<file path="config.mk">
export PLATFORM = sky130hd
export DESIGN_NAME = mem_arbiter
export DESIGN_NICKNAME = d
export VERILOG_FILES = /design/src/rtl/mem_arb_pkg.sv /design/src/rtl/starve_counter.sv /design/src/rtl/mem_arbiter.sv
export SDC_FILE = /design/constraint.sdc
export NUM_CORES = 1
export LEC_CHECK = 0
export CORE_ASPECT_RATIO = 1.4
export CORE_MARGIN = 1.5
export CORE_UTILIZATION = 44
export DETAILED_ROUTE_END_ITERATION = 8
export GPL_ROUTABILITY_DRIVEN = 0
export PLACE_DENSITY = 0.87
export SETUP_SLACK_MARGIN = 0.3
export SLEW_MARGIN = 20
export SYNTH_ARGS = -nofsm -noshare
export SYNTH_HDL_FRONTEND = slang
export SYNTH_HIERARCHICAL = 1
export SYNTH_SLANG_ARGS = --single-unit
</file>
<file path="constraint.sdc">
create_clock -name Clk -period 4.6 [get_ports Clk]
set_input_delay 0.46 -clock Clk [delete_from_list [all_inputs] [get_ports Clk]]
set_output_delay 0.46 -clock Clk [all_outputs]
set_load 0.01 [all_outputs]
</file>
<file path="src/rtl/mem_arb_pkg.sv">
// Shared encodings for the CPU/aux data-memory arbiter.
// MEM_ARB_ALIGN_CHECK_EN (optional) enables the misalignment check in mem_arbiter.
package mem_arb_pkg;

    typedef enum logic [1:0] {
        ST_IDLE   = 2'd0,
        ST_ACCESS = 2'd1,
        ST_DONE   = 2'd2
    } arbState_e;

    typedef enum logic {
        OWNER_CPU = 1'b0,
        OWNER_AUX = 1'b1
    } owner_e;

    localparam logic [1:0] WIDTH_WORD = 2'b00;
    localparam logic [1:0] WIDTH_HALF = 2'b01;
    localparam logic [1:0] WIDTH_BYTE = 2'b10;

    localparam int STARVE_LIMIT_DEFAULT = 4;

    // Encoding 2'b11 falls through to the word rule.
    function automatic logic isMisaligned(input logic [1:0] width, input logic [1:0] addrLo);
        if (width == WIDTH_BYTE) return 1'b0;
        if (width == WIDTH_HALF) return addrLo[0];
        return addrLo != 2'b00;
    endfunction

endpackage

</file>
<file path="src/rtl/starve_counter.sv">
// Saturating up-counter with synchronous clear; tracks how long aux has been losing arbitration.
module starve_counter #(
    parameter int LIMIT = 4,
    parameter int CNT_W = 3
) (
    input  logic             Clk,
    input  logic             Rst,
    input  logic             inc,
    input  logic             clr,
    output logic [CNT_W-1:0] count
);

    logic [CNT_W-1:0] countReg;
    logic [CNT_W-1:0] countNext;

    always_comb begin
        countNext = countReg;
        if (clr) begin
            countNext = '0;
        end else if (inc && countReg != CNT_W'(LIMIT)) begin
            countNext = countReg + CNT_W'(1);
        end
    end

    always_ff @(posedge Clk) begin
        if (Rst) begin
            countReg <= '0;
        end else begin
            countReg <= countNext;
        end
    end

    assign count = countReg;

endmodule

</file>
<file path="src/rtl/mem_arbiter.sv">
// Two-requester data-memory arbiter (CPU priority, aux anti-starvation), three-cycle access.
// Define MEM_ARB_ALIGN_CHECK_EN to suppress and flag misaligned word/half accesses.
module mem_arbiter
    import mem_arb_pkg::*;
#(
    parameter int STARVE_LIMIT = STARVE_LIMIT_DEFAULT
) (
    input  logic        Clk,
    input  logic        Rst,
    input  logic        cpu_req,
    input  logic        cpu_we,
    input  logic [31:0] cpu_addr,
    input  logic [31:0] cpu_wdata,
    input  logic [1:0]  cpu_width,
    output logic        cpu_stall,
    output logic        cpu_valid,
    output logic [31:0] cpu_rdata,
    input  logic        aux_req,
    input  logic        aux_we,
    input  logic [31:0] aux_addr,
    input  logic [31:0] aux_wdata,
    input  logic [1:0]  aux_width,
    output logic        aux_valid,
    output logic [31:0] aux_rdata,
    output logic        MemRead,
    output logic        MemWrite,
    output logic [31:0] Address,
    output logic [31:0] WriteData,
    output logic [1:0]  DataWidth,
    input  logic [31:0] ReadData,
    output logic        fault
);

    localparam int CNT_W = (STARVE_LIMIT < 1) ? 1 : $clog2(STARVE_LIMIT + 1);

    arbState_e        stateReg;
    arbState_e        stateNext;
    owner_e           ownerReg;
    logic             weReg;
    logic [31:0]      addrReg;
    logic [31:0]      wdataReg;
    logic [1:0]       widthReg;
    logic [CNT_W-1:0] starveCount;
    logic             idle;
    logic             anyReq;
    logic             auxWins;
    logic             starveInc;
    logic             starveClr;
    logic             badAlign;
    logic [31:0]      rdataVec [2];

    assign idle    = (stateReg == ST_IDLE);
    assign anyReq  = cpu_req | aux_req;
    assign auxWins = aux_req & (~cpu_req | (starveCount == CNT_W'(STARVE_LIMIT)));

    // Every IDLE cycle either bumps the count (aux lost a contested round) or clears it.
    assign starveInc = idle & cpu_req & aux_req & ~auxWins;
    assign starveClr = idle & ~starveInc;

    starve_counter #(
        .LIMIT (STARVE_LIMIT),
        .CNT_W (CNT_W)
    ) uStarve (
        .Clk   (Clk),
        .Rst   (Rst),
        .inc   (starveInc),
        .clr   (starveClr),
        .count (starveCount)
    );

`ifdef MEM_ARB_ALIGN_CHECK_EN
    assign badAlign = isMisaligned(widthReg, addrReg[1:0]);
`else
    assign badAlign = 1'b0;
`endif

    always_ff @(posedge Clk) begin
        if (Rst) begin
            stateReg <= ST_IDLE;
            ownerReg <= OWNER_CPU;
            weReg    <= 1'b0;
            addrReg  <= '0;
            wdataReg <= '0;
            widthReg <= '0;
        end else begin
            stateReg <= stateNext;
            if (idle && anyReq) begin
                ownerReg <= auxWins ? OWNER_AUX : OWNER_CPU;
                weReg    <= auxWins ? aux_we    : cpu_we;
                addrReg  <= auxWins ? aux_addr  : cpu_addr;
                wdataReg <= auxWins ? aux_wdata : cpu_wdata;
                widthReg <= auxWins ? aux_width : cpu_width;
            end
        end
    end

    always_comb begin
        stateNext = stateReg;
        MemRead   = 1'b0;
        MemWrite  = 1'b0;
        cpu_valid = 1'b0;
        aux_valid = 1'b0;
        fault     = 1'b0;
        unique case (stateReg)
            ST_IDLE: begin
                if (anyReq) stateNext = ST_ACCESS;
            end
            ST_ACCESS: begin
                stateNext = ST_DONE;
                MemRead   = ~weReg & ~badAlign;
                MemWrite  = weReg & ~badAlign;
            end
            ST_DONE: begin
                stateNext = ST_IDLE;
                cpu_valid = (ownerReg == OWNER_CPU);
                aux_valid = (ownerReg == OWNER_AUX);
                fault     = badAlign;
            end
            default: stateNext = ST_IDLE;
        endcase
    end

    // Per-requester load data; a store leaves the owner's previous load value in place.
    genvar gi;
    for (gi = 0; gi < 2; gi++) begin : gRdata
        logic [31:0] rdataReg;
        always_ff @(posedge Clk) begin
            if (Rst) begin
                rdataReg <= '0;
            end else if (stateReg == ST_ACCESS && !weReg && ownerReg == owner_e'(gi)) begin
                rdataReg <= badAlign ? 32'd0 : ReadData;
            end
        end
        assign rdataVec[gi] = rdataReg;
    end

    assign cpu_rdata = rdataVec[0];
    assign aux_rdata = rdataVec[1];
    assign cpu_stall = cpu_req & ~cpu_valid;

    assign Address   = addrReg;
    assign WriteData = wdataReg;
    assign DataWidth = widthReg;

endmodule

</file>
# Word-level counts from Yosys, hierarchy flattened
# Index checks and enable logic that the tools add are counted.
dict set report op_classes {
  mux 11
  eq_ne 5
  add_sub_neg 1
  bitwise_logic 14
  reduce_logical 8
}
# cell n
set ops {}
lappend ops {{$mux 32} 2}
lappend ops {{$and 1x1->1} 6}
lappend ops {{$mux 1} 6}
lappend ops {{$not 1->1} 6}
lappend ops {{$logic_and 1x1->1} 5}
lappend ops {{$mux 2} 2}
lappend ops {{$pmux 2 s2} 1}
lappend ops {{$add 3x1->3 const B} 1}
lappend ops {{$eq 3x3->1 const B} 1}
lappend ops {{$ne 3x3->1 const B} 1}
lappend ops {{$eq 2x1->1 const B} 1}
lappend ops {{$eq 2x2->1 const B} 1}
lappend ops {{$logic_not 2->1} 1}
lappend ops {{$ne 2x1->1 const B} 1}
lappend ops {{$or 1x1->1} 2}
lappend ops {{$reduce_or 2->1} 1}
lappend ops {{$logic_not 1->1} 1}
dict set report word_totals {
  in_bits 170
  wordCells 48
  output_inout_bits 136
  regBits 137
}

# Logic depth before layout (Yosys ltp)
# Gate-level depths: netlist of run 1.
dict set report logic_depth {
  word_depth 8
  ltp_mapped 8
  mapped_depth_nobuf 5
}

# Hierarchy
# Netlist of run 1, hierarchy kept.
# module area_per_inst_um2 seq_area_each_um2 instances cells_per_inst
set modules_own_cells {}
lappend modules_own_cells {mem_arbiter 5941.9 2682.6 1 711}
lappend modules_own_cells {starve_counter 188.9 60.1 1 17}

# Least setup slack after synthesis of run 1
# Ideal clock, no wire load.
dict set report synth_path {
  kind {register -> register}
  from {register uStarve.countReg[2], in the netlist uStarve/count[2]}
  to {register uStarve.countReg[0], in the netlist uStarve/count[0]}
  t_required_ps 4479
  arrival_ps 1808
  n_path_buf 1
  setup_slack_ps 2671
  setup_time_ps 121
  stages_incl_launch_ff 7
  period_less_slack_ps 1929
  cell_sequence {dfxtp_1 > nor3b_2 > clkbuf_1 > nor2_1 > a21boi_0 > nor3b_1 > mux2_4}
}
dict set report synth_between {
  elab_chain_cells 8
  word_cells_on_any_way 10
  cone_classes {eq/ne: 2; bitwise: 6; reduce/logical: 2}
}
# item line
set synth_lines {}
lappend synth_lines {{start, declared} starve_counter.sv:13} ;# logic [CNT_W-1:0] countReg;
lappend synth_lines {{start signal, assigned} starve_counter.sv:29} ;# countReg <= countNext;
lappend synth_lines {{$eq 3x3->1} mem_arbiter.sv:54} ;# assign auxWins = aux_req & (~cpu_req | (starveCount == CNT_W'(STARVE_LIMIT)));
lappend synth_lines {{$or 1x1->1} mem_arbiter.sv:54}
lappend synth_lines {{$and 1x1->1} mem_arbiter.sv:54}
lappend synth_lines {{$not 1->1} mem_arbiter.sv:57} ;# assign starveInc = idle & cpu_req & aux_req & ~auxWins;
lappend synth_lines {{$and 1x1->1} mem_arbiter.sv:57}
lappend synth_lines {{$not 1->1} mem_arbiter.sv:58} ;# assign starveClr = idle & ~starveInc;
lappend synth_lines {{$and 1x1->1} mem_arbiter.sv:58}
lappend synth_lines {{named net starveClr} mem_arbiter.sv:48} ;# logic starveClr;
lappend synth_lines {{$reduce_or 2->1 (no source line)} n/a}
# The timed path passes the listed nets, and every way through them passes these cells.
# A chain may end at the register's enable or synchronous reset.

# Worst setup path in the final report of run 1
dict set report layout_path {
  from {input cpu_req}
  to {output cpu_stall}
}
dict set report layout_between {
  elab_chain_cells 1
}
# item line
set layout_lines {}
lappend layout_lines {{start, declared} mem_arbiter.sv:10} ;# input logic cpu_req,
lappend layout_lines {{$and 1x1->1} mem_arbiter.sv:139} ;# assign cpu_stall = cpu_req & ~cpu_valid;
lappend layout_lines {{end, declared} mem_arbiter.sv:15} ;# output logic cpu_stall,
# Every way passes these cells.

==> qor.csv, run 1 <==
metric,value,unit
path_cells,clkdlybuf4s50_1 -> inv_2 -> nor2_1 -> clkdlybuf4s50_1,
synth-seq-cells,137,
synth_ff_type,dfxtp_1,
yosysTopAreaCell,dfxtp_1,
worst_setup_path_start_kind,input pin,
layout.nets,1144,
end_kind,output port,
ant_nets,0,
crit_path_frequent_cell,clkdlybuf4s50_1,
drv_slew,0,
cp_num_buf_inv,3,
dp_hpwl,14.5,mm
rrSetupSlack,2.03,ns
fin_tns_setup,0,ns
max_cap_viol_count,0,
dr_total_vias,6664,
antenna_cells,0,
post_drt_wl_per_cell,18.8,µm
r2r-start,uStarve/count[2],
power_density,358,mW/mm²
crit_fanout,48,
worst-setup-path-type,in2out,
max_freq,381,MHz
setup_viol,0,
hp-start,cpu_rdata[11],
drive_gt1_share,7.83,%
grt_remaining_overflow,0,
avgViaCountPerCell,5.72,
cts_setup_buffers,0,
fin_crit,2.63,ns
peakVddDrop,0.227,mV
firstDrtPassIters,4,
final_util,72.3,%
grt_pass1_wl,34.1,mm
numCtsBuffers,17,
hold_depth,2,
track_usage,29.7,%
worst_pin_slew,1.10,ns
hold_path_class,reg2reg,
ys_types,37,
yosysSeqAreaShare,44.7,%
hold_slack,0.453,ns
drc,0,
grt_max_degree,93,
insertion_delay,0.41,ns
clk_path_buf_depth,2,
antenna_found_initial,0,
crit_family,buffers and inverters,
cts_max_level,4,
rows,50,
reg2reg_to,Address[5],
syn_avg_cell_area,8.42,µm²
cts.clk_slew.worst_paths,0.06,ns
synth.cell_area,0.00613,mm²
skew,0.0112,ns
netlist.area_leader.share,44.7,%
nFillCells,1066,
synth_edf_count,0,
multi_input_area,0.00304,mm²
leakagePower,3.34,nW
yosys_warnings,6,
syn_inst,728,
min_to,cpu_rdata[11],
ff2ff_path_depth,4,
outcome,"complete, no violations",
register_area,0.00274,mm²
dieArea,0.0147,mm²
io_pins,306,
syn_nets,900,
fin_area,0.00977,mm²
cts-root-buf,clkbuf_16,
fp.dieW,103,µm
synth.area.top_cells,"dfxtp_1 (45%), a21oi_1 (11%), o211ai_1 (8.3%)",
slew_headroom,26.7,%
grt_pass1_vias,6533,
die_h,143,µm
cp.required,4.14,ns
dpl_cell_area,0.00914,mm²
coreArea,0.0135,mm²
clock-sinks,137,
cp.arrival,2.17,ns
async_flop_share,0,%
start_util,45.4,%
max_stage_delay,0.63,ns
period_share,57.1,%
final_hold_viol_count,0,
port-buffer-count,304,
drt-total-wl,21.9,mm
cts_tree,yes,
rsz0062_at_grt,false,
drt_iter0_drc,464,
postCtsHoldBufs,0,
crit_slowest_cell,inv_2,
area_growth_syn_to_layout,59.3,%
postCtsResizedCells,0,
## layout make-up
class / instances / share of cell area (%)
timing repair buffer: 315 / 31.9
multi-input combinational: 497 / 31.1
sequential: 137 / 28.1
clock buffer: 19 / 4.64
tap: 182 / 2.33
clock inverter: 11 / 1.76
inverter: 4 / 0.154
## tightest hold or removal path, delay by kind of cell, from the launching register on
kind / cells / cell delay (ns)
flip-flops: 1 / 0.30
AND/OR/NAND/NOR: 1 / 0.05
AO/OA/AOI/OAI: 1 / 0.05
## kinds of logic after synthesis
family,Yosys count,synth area share (%)
adder cells (fa/ha/maj),2,0.408
buffers and inverters,94,6.63
multiplexers,2,0.490
other,1,0.0612
flip-flops,137,44.7
AO/OA/AOI/OAI,271,31.2
AND/OR/NAND/NOR,221,16.5
## placed cells by master, fill, tap and decap left out, types with 5 or more instances in the layout
cell type,instances
a311oi_2,19
dfxtp_1,137
buf_4,12
nand2_1,128
o211ai_1,68
nand3_1,67
a21oi_1,133
nor2_1,5
a311oi_1,48
clkbuf_16,17
clkdlybuf4s50_1,302
## stage by stage
step           worst slack [ns]  power (mW)  instances
2_1_floorplan              2.67        1.68        728
3_3_place_gp               1.95        2.06       1135
3_5_place_dp               1.87        2.07       1135
4_1_cts                    2.00        3.52       1165
5_1_grt                    1.74        3.64       1165
6_report                   1.97        3.50       1165
## synth_stat cells (3+ instances only)
| cell | instances |
|---|---|
| a311oi_1 | 48 |
| buf_2 | 18 |
| nor2_1 | 6 |
| nand3_1 | 67 |
| clkbuf_1 | 64 |
| buf_6 | 3 |
| a311oi_2 | 19 |
| o211ai_1 | 68 |
| a21oi_1 | 133 |
| inv_1 | 3 |
| nor3b_1 | 4 |
| dfxtp_1 | 137 |
| nand2_1 | 128 |
## power by group
part	internal (mW)	switching, mW
clock network	0.931	0.514
logic	0.386	0.331
registers	1.28	0.0583
total	2.60	0.903
## layer usage
metal	routed length, µm	GRT usage (%)	up-vias
met5	0	0	-
met2	11300	51.9	295
met3	1540	7.78	58
li1	-	-	3178
met1	8090	33.5	3133
met4	918	13.2	0
## flip-flops by register name, indices dropped and copies added, names as in the netlist
register       count
WriteData         32
Address           32
weReg              1
DataWidth          2
ownerReg           1
aux_rdata         32
cpu_rdata         32
uStarve/count      3
stateReg           2
## how the worst max path moves through the flow
stage                     start                to  cells after the start
3_3_place_gp            cpu_req  uStarve/count[1]                      6
3_5_place_dp            cpu_req       Address[24]                      5
2_1_floorplan  uStarve/count[2]  uStarve/count[0]                      6
4_1_cts                 cpu_req         cpu_stall                      4
6_report                cpu_req         cpu_stall                      4
5_1_grt        uStarve/count[2]  uStarve/count[0]                      5
Note: power is estimated with default switching activity, not from simulation.
==> run 2, diff against run 1 <==
Settings changed: CORE_UTILIZATION 44 to 37, PLACE_DENSITY 0.87 to 0.78.
Clock period 4.6 ns to 2.3 ns, I/O delays scaled along.
==> qor.csv, run 2 (synthesis gave the netlist of run 1 again) <==
metric,value,unit,change
clk_path_buf_depth,2,,unchanged
grt_max_degree,56,,-40%
rsz0062_at_grt,false,,
drt_iter0_drc,505,,+8.8%
skew,0.0116,ns,+0.000392 ns
port-buffer-count,304,,unchanged
grt_remaining_overflow,0,,unchanged
worst_setup_path_start_kind,flop,,
drt-total-wl,21.7,mm,-0.80%
worst-setup-path-type,reg2out,,
dpl_cell_area,0.00930,mm²,+1.8%
fin_tns_setup,0,ns,unchanged
final_util,61.4,%,-11 points
p_total,6.94,mW,+98%
cts-root-buf,clkbuf_16,,
antenna_found_initial,1,,+1
setup_viol,0,,unchanged
multi_input_area,0.00304,mm²,+0.16%
path_cells,nor3b_2 -> nor2_1 -> clkdlybuf4s50_1,,
cts.clk_slew.worst_paths,0.06,ns,about the same
worst_pin_slew,0.742,ns,-0.355 ns
layout_common_cells,"clkdlybuf4s50_1 (301), dfxtp_1 (134), a21oi_1 (133), nand2_1 (128), o211ai_1 (68)",,
cts_tree,yes,,
post_drt_wl_per_cell,18.2,µm,-3.4%
slew_headroom,50.5,%,+24 points
grt_pass1_vias,6536,,+0.046%
layout.nets,1156,,+1.0%
fp.dieW,112,µm,+8.8%
postCtsHoldBufs,0,,unchanged
fin_area,0.00993,mm²,+1.6%
firstDrtPassIters,4,,unchanged
cts_setup_buffers,0,,unchanged
crit_slowest_cell,clkdlybuf4s50_1,,
drive_gt1_share,9.44,%,+1.6 points
final_hold_viol_count,0,,unchanged
drc,0,,unchanged
avgViaCountPerCell,5.56,,-2.9%
cp.arrival,1.68,ns,-0.49 ns
track_usage,24.6,%,-5.1 points
outcome,"complete, no violations",,
hold_path_class,in2reg,,
die_h,155,µm,+8.9%
coreArea,0.0162,mm²,+20%
cp_num_buf_inv,1,,-2
clock-sinks,137,,unchanged
dr_total_vias,6646,,-0.27%
max_stage_delay,0.61,ns,-0.02 ns
cts_max_level,4,,unchanged
area_growth_syn_to_layout,61.9,%,
dp_slack,0.276,ns,-1.60 ns
start_util,37.9,%,-7.5 points
setup_ws,0.385,ns,-1.59 ns
dp_hpwl,15.1,mm,+3.8%
power_density,700,mW/mm²,+95%
max_cap_viol_count,0,,unchanged
register_area,0.00275,mm²,+0.23%
drv_slew,0,,unchanged
insertion_delay,0.41,ns,about the same
end_kind,output port,,
nFillCells,1439,,+35%
io_pins,306,,unchanged
dieArea,0.0174,mm²,+18%
grt_pass1_wl,34.3,mm,+0.40%
numCtsBuffers,17,,unchanged
fin_crit,1.91,ns,
cp.required,2.07,ns,-2.07 ns
crit_family,buffers and inverters,,
final_common_cell,clkdlybuf4s50_1,,
peakVddDrop,0.424,mV,+86%
period_share,83.3,%,
max_freq,522,MHz,
crit_fanout,8,,-83%
leakagePower,3.42,nW,+2.4%
rows,55,,+10%
ant_nets,0,,unchanged
run 2: worst reg2reg max path, delay by kind of cell (launching register included):
kind,cells,cell delay (ns)
AOI/OAI and AO/OA,1,0.08
DFF,1,0.42
and+or+nand+nor,2,1.19
run 2: worst paths after layout:
path / cells past startpoint / to / slack [ns] / from
worst max-delay path: 3 / cpu_stall / 0.39 / stateReg[1]
worst max register to register: 3 / cpu_rdata[17] / 0.49 / stateReg[0]
worst min-delay path: 3 / ownerReg / 0.22 / aux_req
worst min register to register: 2 / cpu_rdata[4] / 0.45 / cpu_rdata[4]
run 2: power by group:
part	internal, mW	switching, mW	leakage (nW)
Sequential	2.56	0.106	1.13
Combinational	0.795	0.675	2.00
Clock	1.74	1.07	0.294
Total	5.09	1.85	3.42
run 2: through the flow:
step,hold slack [ns],instances
after floorplan,0.304,728
after global placement,0.441,1164
after detailed placement,0.446,1164
after CTS,0.192,1195
after global routing,0.208,1196
final,0.216,1196
run 2: layout make-up:
class	count	area share [%]
timing repair buffer	327	32.8
clock buffer	18	4.42
multi-input combinational	497	30.7
inverter	4	0.151
tap	199	2.51
clock inverter	13	1.69
antenna	1	0.0252
sequential	137	27.7
run 2: timing repair:
| item | in CTS | in global routing |
|---|---|---|
| gates resized for setup | 3 | 5 |
| setup endpoints to repair | 3 | 6 |
| pin swaps | 0 | 0 |
run 2: layer usage:
layer | routed length [µm] | vias up | global-route usage (%)
met4 | 1070 | 0 | 14.4
li1 | - | 3201 | -
met3 | 1510 | 62 | 6.74
met5 | 0 | - | 0
met1 | 8200 | 3088 | 27.9
met2 | 10900 | 295 | 41.2
